### config.mk
export PLATFORM = sky130hd
export DESIGN_NAME = imem_loader
export DESIGN_NICKNAME = d
export VERILOG_FILES = /design/src/rtl/loader_pkg.sv /design/src/rtl/word_packer.sv /design/src/rtl/imem_loader.sv
export SDC_FILE = /design/constraint.sdc
export NUM_CORES = 1
export LEC_CHECK = 0
export ABC_AREA = 1
export CORE_UTILIZATION = 58
export CTS_BUF_LIST = sky130_fd_sc_hd__clkbuf_8
export DETAILED_ROUTE_END_ITERATION = 10
export PLACE_DENSITY = 0.83
export SETUP_SLACK_MARGIN = 0.15
export SYNTH_ARGS = -nofsm -noshare
export SYNTH_HDL_FRONTEND = slang
export SYNTH_SLANG_ARGS = --single-unit
### constraint.sdc
create_clock -name clk -period 2.4 [get_ports clk]
set_input_delay 0.48 -clock clk [delete_from_list [all_inputs] [get_ports clk]]
set_output_delay 0.48 -clock clk [all_outputs]
set_load 0.05 [all_outputs]
### src/rtl/loader_pkg.sv
// Shared state encoding and defaults for the instruction-memory boot loader.
package loader_pkg;

  localparam logic [2:0] ST_SYNC  = 3'd0;
  localparam logic [2:0] ST_LEN0  = 3'd1;
  localparam logic [2:0] ST_LEN1  = 3'd2;
  localparam logic [2:0] ST_DATA  = 3'd3;
  localparam logic [2:0] ST_CSUM  = 3'd4;
  localparam logic [2:0] ST_DONE  = 3'd5;
  localparam logic [2:0] ST_ERROR = 3'd6;

  localparam logic [7:0] DEFAULT_SYNC_BYTE = 8'hA5;

endpackage

### src/rtl/word_packer.sv
// Packs a little-endian byte stream into 32-bit words; word_valid flags the 4th byte.
module word_packer (
  input  logic        clk,
  input  logic        reset_n,
  input  logic        clear,
  input  logic        byte_valid,
  input  logic [7:0]  byte_in,
  output logic        word_valid,
  output logic [31:0] word
);

  logic [1:0]  byte_cnt_reg;
  // Only the first three bytes need storage; the 4th is taken straight from byte_in.
  logic [23:0] shift_reg;

  always_ff @(posedge clk or negedge reset_n) begin
    if (!reset_n) begin
      byte_cnt_reg <= 2'd0;
      shift_reg    <= 24'd0;
    end else if (clear) begin
      byte_cnt_reg <= 2'd0;
      shift_reg    <= 24'd0;
    end else if (byte_valid) begin
      byte_cnt_reg <= byte_cnt_reg + 2'd1;
      shift_reg    <= {byte_in, shift_reg[23:8]};
    end
  end

  assign word_valid = byte_valid && (byte_cnt_reg == 2'd3);
  assign word       = {byte_in, shift_reg};

endmodule

### src/rtl/imem_loader.sv
// Framed byte-stream loader writing the instruction memory and gating the core reset.
module imem_loader
  import loader_pkg::*;
#(
  parameter int         DEPTH     = 256,
  parameter logic [7:0] SYNC_BYTE = DEFAULT_SYNC_BYTE
) (
  input  logic        clk,
  input  logic        reset_n,
  input  logic [7:0]  rx_data,
  input  logic        rx_valid,
  output logic        rx_ready,
  output logic        mem_we,
  output logic [31:0] mem_addr,
  output logic [31:0] mem_wdata,
  output logic        cpu_reset_n,
  output logic        done,
  output logic        error
);

  localparam logic [16:0] DEPTH_W = 17'(DEPTH);

  logic [2:0]  state_reg;
  logic [7:0]  len_lo_reg;
  logic [15:0] len_reg;
  logic [15:0] word_cnt_reg;
  logic [7:0]  csum_reg;

  logic        accept;
  logic        start_frame;
  logic        data_byte;
  logic [16:0] len_in;
  logic        word_valid;
  logic [31:0] word;

  assign accept    = rx_valid && rx_ready;
  assign data_byte = accept && (state_reg == ST_DATA);
  assign len_in    = {1'b0, rx_data, len_lo_reg};

  // A sync byte restarts a frame only from the idle-like states, never mid-frame.
  assign start_frame = accept && (rx_data == SYNC_BYTE) &&
                       ((state_reg == ST_SYNC) || (state_reg == ST_DONE) ||
                        (state_reg == ST_ERROR));

  word_packer u_packer (
    .clk        (clk),
    .reset_n    (reset_n),
    .clear      (start_frame),
    .byte_valid (data_byte),
    .byte_in    (rx_data),
    .word_valid (word_valid),
    .word       (word)
  );

  always_ff @(posedge clk or negedge reset_n) begin
    if (!reset_n) begin
      state_reg    <= ST_SYNC;
      len_lo_reg   <= 8'd0;
      len_reg      <= 16'd0;
      word_cnt_reg <= 16'd0;
      csum_reg     <= 8'd0;
      rx_ready     <= 1'b0;
      mem_we       <= 1'b0;
      mem_addr     <= 32'd0;
      mem_wdata    <= 32'd0;
      cpu_reset_n  <= 1'b0;
      done         <= 1'b0;
      error        <= 1'b0;
    end else begin
      rx_ready <= 1'b1;
      mem_we   <= 1'b0;
      if (start_frame) begin
        state_reg    <= ST_LEN0;
        cpu_reset_n  <= 1'b0;
        done         <= 1'b0;
        error        <= 1'b0;
        csum_reg     <= 8'd0;
        word_cnt_reg <= 16'd0;
      end else if (accept) begin
        case (state_reg)
          ST_LEN0: begin
            len_lo_reg <= rx_data;
            state_reg  <= ST_LEN1;
          end
          ST_LEN1: begin
            len_reg <= len_in[15:0];
            if (len_in > DEPTH_W) begin
              state_reg <= ST_ERROR;
              error     <= 1'b1;
            end else if (len_in == 17'd0) begin
              state_reg <= ST_CSUM;
            end else begin
              state_reg <= ST_DATA;
            end
          end
          ST_DATA: begin
            csum_reg <= csum_reg + rx_data;
            if (word_valid) begin
              mem_we       <= 1'b1;
              mem_addr     <= {14'd0, word_cnt_reg, 2'b00};
              mem_wdata    <= word;
              word_cnt_reg <= word_cnt_reg + 16'd1;
              if (word_cnt_reg == len_reg - 16'd1) begin
                state_reg <= ST_CSUM;
              end
            end
          end
          ST_CSUM: begin
            if (rx_data == csum_reg) begin
              state_reg   <= ST_DONE;
              done        <= 1'b1;
              cpu_reset_n <= 1'b1;
            end else begin
              state_reg <= ST_ERROR;
              error     <= 1'b1;
            end
          end
          ST_SYNC, ST_DONE, ST_ERROR: begin
          end
          default: begin
            state_reg <= ST_SYNC;
          end
        endcase
      end
    end
  end

endmodule

==> impl_results.md <==
* Status: completed
* CP Cell Sequence: clkdlybuf4s50_1
* Number of synthesized flops with an enable pin at 0
* Drt first pass iters at 6
* Power density over the cells at 583 mW/mm2
* DRC at 0
* Clk pwr share at 44.1%
* Final setup fails at 0
* Clock-pin slew on the worst setup and hold paths at 0.08 ns
* Ys async rst share at 100%
* Synthesis Warnings at 0
* Top cells by area, synth: dfrtp_1, nand2_1, o21ai_0
* Part of the power in registers at 49.6%
* CP Max Fanout at 3
* Total power at 4.47 mW
* Fillers at 788
* Gate power share at 6.3%
* Peak supply drop at 0.455 mV
* Crit path kind: reg -> out
* Synth unique cells at 45
* Synth Cell Area at 0.00636 mm2
* Core Area at 0.0105 mm2
* Fin nets at 856
* Worst path bufs/invs at 1
* GRT overflow at 0
* Num ports at 80
* Most frequent cell after synthesis: nand2_1
* Clk sinks at 129
* Syn_area_per_cell at 8.49 um2
* CP startpoint kind: flop
* Setup slack after layout at about 0.26 ns
* Register area share after synthesis at 50.8%
* Placed cell area at approximately 0.0072 mm2
* Number of global-route vias before repair at between 5,000 and 6,000
* Vias at 5,352
* Pin count of the biggest net entering global routing at 80
* Max_slew headroom at 66.3%
* CP required at 1.92 ns
* CP arrival at between 1.5 and 2 ns
* Clk buf depth at 2
* DP Worst Slack at -0.119 ns
* P_int at 3.35 mW
* Die ar. at 0.0114 mm2
* Top delay family on crit path: buffers and inverters
* Synth Register Bits at 129
* Clk root buf: clkbuf_8
* Hold path cells at 2
* Synthesized instance count at 749
* Worst Setup End Kind: primary output
* First-pass GRT wire length at 24.5 mm
* Post-synth top flop: dfrtp_1
* Final Cell Area at about 0.0077 mm2
* Top cell type by total area after synthesis: dfrtp_1
* Most frequent cells after synthesis: nand2_1, dfrtp_1, inv_1
* PortBufs at 63
* Drt initial violations at 392
* Setup Skew at 0.0172 ns
* WL/cell at 14.8 um
* Max Slew Vio Count at 0
* Initial Utilization at between 60 and 70%
* Net switching fraction of the power at between 20% and 30%
* Setup slack, reg-to-reg at between 0.3 and 0.4 ns
* Die height at 107 um
* Sw Pwr at 1.13 mW
* DRT Wirelength at between 10 and 15 mm
* CTS Buf Count at 17
* R2R cell count at 13
* Fin crit period at 2.14 ns
* Crit-path slowest cell: clkdlybuf4s50_1
* Worst hold start: mem_addr[4]
* CTS tree: built
* CP peak stage delay at 0.82 ns
* Avg Vias per Cell at 5.44
* Hold Vio Cnt, Final at 0
* Worst skew pair latency at around 0.44 ns
* Hold Path Sink: mem_addr[4]
* GRT Util Overall at 27.8%
* Type of the worst min-delay path: reg -> reg
* Num rows at 37
* Worst R2R Start: len_reg[0]
* Number of flip-flops in the largest register at 32
* Area Growth Syn to Fin at 20.8%
* Reg2reg end: state_reg[2]
* Worst hold slack at just under 0.5 ns
* Final Cycle Share at 89.3%
* Slew of the pin with the lowest slew margin at 0.500 ns
* Final ANT Viol Nets at 0
* Share of layout cells above drive strength 1 at 12.5%
* Top cell type's share of synthesized area at 50.8%
* RSZ-0062 raised after global routing: false
* GP Congestion at 0.850
* Max Fclk at 467 MHz
* Max-cap violations at 0
* # diodes at 0
* Initial antenna violation count at 0
* Leakage dissipation at 3.79 nW
* CTS H-Tree Depth at 4
* Detailed Place HPWL at between 10 and 15 mm
* Die W at between 100 and 150 um
[routing by layer]
| layer | wire (um) | share of wire, % | GRT usage (%) | up-vias |
|---|---|---|---|---|
| met1 | 6100 | 42 | 34.6 | 2594 |
| met3 | 721 | 5.0 | 5.96 | 31 |
| li1 | - | - | - | 2555 |
| met2 | 7370 | 51 | 47.6 | 172 |
| met5 | 0 | 0 | 0 | - |
| met4 | 317 | 2.2 | 9.98 | 0 |
[worst min-delay path, stage by stage (launching register included)]
cell,delay (ns)
dfrtp_1,0.34
nand2_1,0.05
o21ai_0,0.05
[how the worst max path moves through the flow]
stage / from / endpoint / slack [ns] / cells after the start
finish: done / done / 0.26 / 1
global route: len_reg[0] / state_reg[0] / 0.19 / 15
CTS: done / done / 0.23 / 1
detailed placement: rx_data[0] / csum_reg[6] / -0.12 / 10
global placement: rx_data[0] / csum_reg[6] / -0.05 / 10
floorplan: rx_data[0] / csum_reg[4] / 0.47 / 6
[repair_timing]
item | CTS | global route
hold buffers | 1 | 0
endpoints found under the hold margin | 24 | 0
setup buffers | 0 | 0
endpoints found under the setup margin | 0 | 3
gates resized for setup | 0 | 4
[placed cells by master (no fill, tap or decap), types with 6 or more instances in the layout]
cell             count
a21oi_1             14
buf_12               6
buf_4               21
clkbuf_8            18
clkdlybuf4s50_1     62
conb_1              17
dfrtp_1            129
ha_1                10
inv_1               88
inv_2               10
nand2_1            174
nand2_2              6
nand3_1             32
nand4_1              8
nor2_1              48
nor2_2              12
nor3_1               7
o21ai_0             82
o21ai_1             13
o22ai_1             25
xnor2_1              6
xor2_1              10
[logic make-up (layout without fill, tap and decap cells)]
group	Yosys count	in the layout	synth area share, %
simple gates	306	306	21.6
compound gates	147	147	12.9
buf+inv	136	219	9.56
flops	129	129	50.8
xor+xnor	17	17	2.56
fa+ha+maj	11	11	2.28
other cells	2	17	0.118
mux	1	1	0.177
[final cells by class]
| class | instances | area, um2 | share of cell area [%] |
|---|---|---|---|
| flip-flops and latches | 129 | 3230 | 42.0 |
| well taps | 136 | 170 | 2.22 |
| clock buffers | 18 | 248 | 3.23 |
| inverters | 97 | 364 | 4.74 |
| clock inverters | 14 | 178 | 2.31 |
| repair buffers | 90 | 908 | 11.8 |
| multi-input cells | 499 | 2580 | 33.6 |
[power groups by stage]
stage                     logic, mW  clock network, mW  registers (mW)
final                         0.281               1.97            2.22
after global placement        0.272                  0            2.26
after floorplan               0.169                  0            2.27
after CTS                     0.282               2.00            2.22
after global routing          0.311               2.10            2.22
after detailed placement      0.279                  0            2.26
[metrics by stage]
step	instances	TNS [ns]	utilization, %
after floorplan	764	0	-
after global placement	950	-0.0691	69.2
after detailed placement	950	-0.183	69.2
after CTS	983	0	73.3
after global routing	983	0	73.4
final	983	0	73.4
Note: power is estimated with default switching activity, not from simulation.
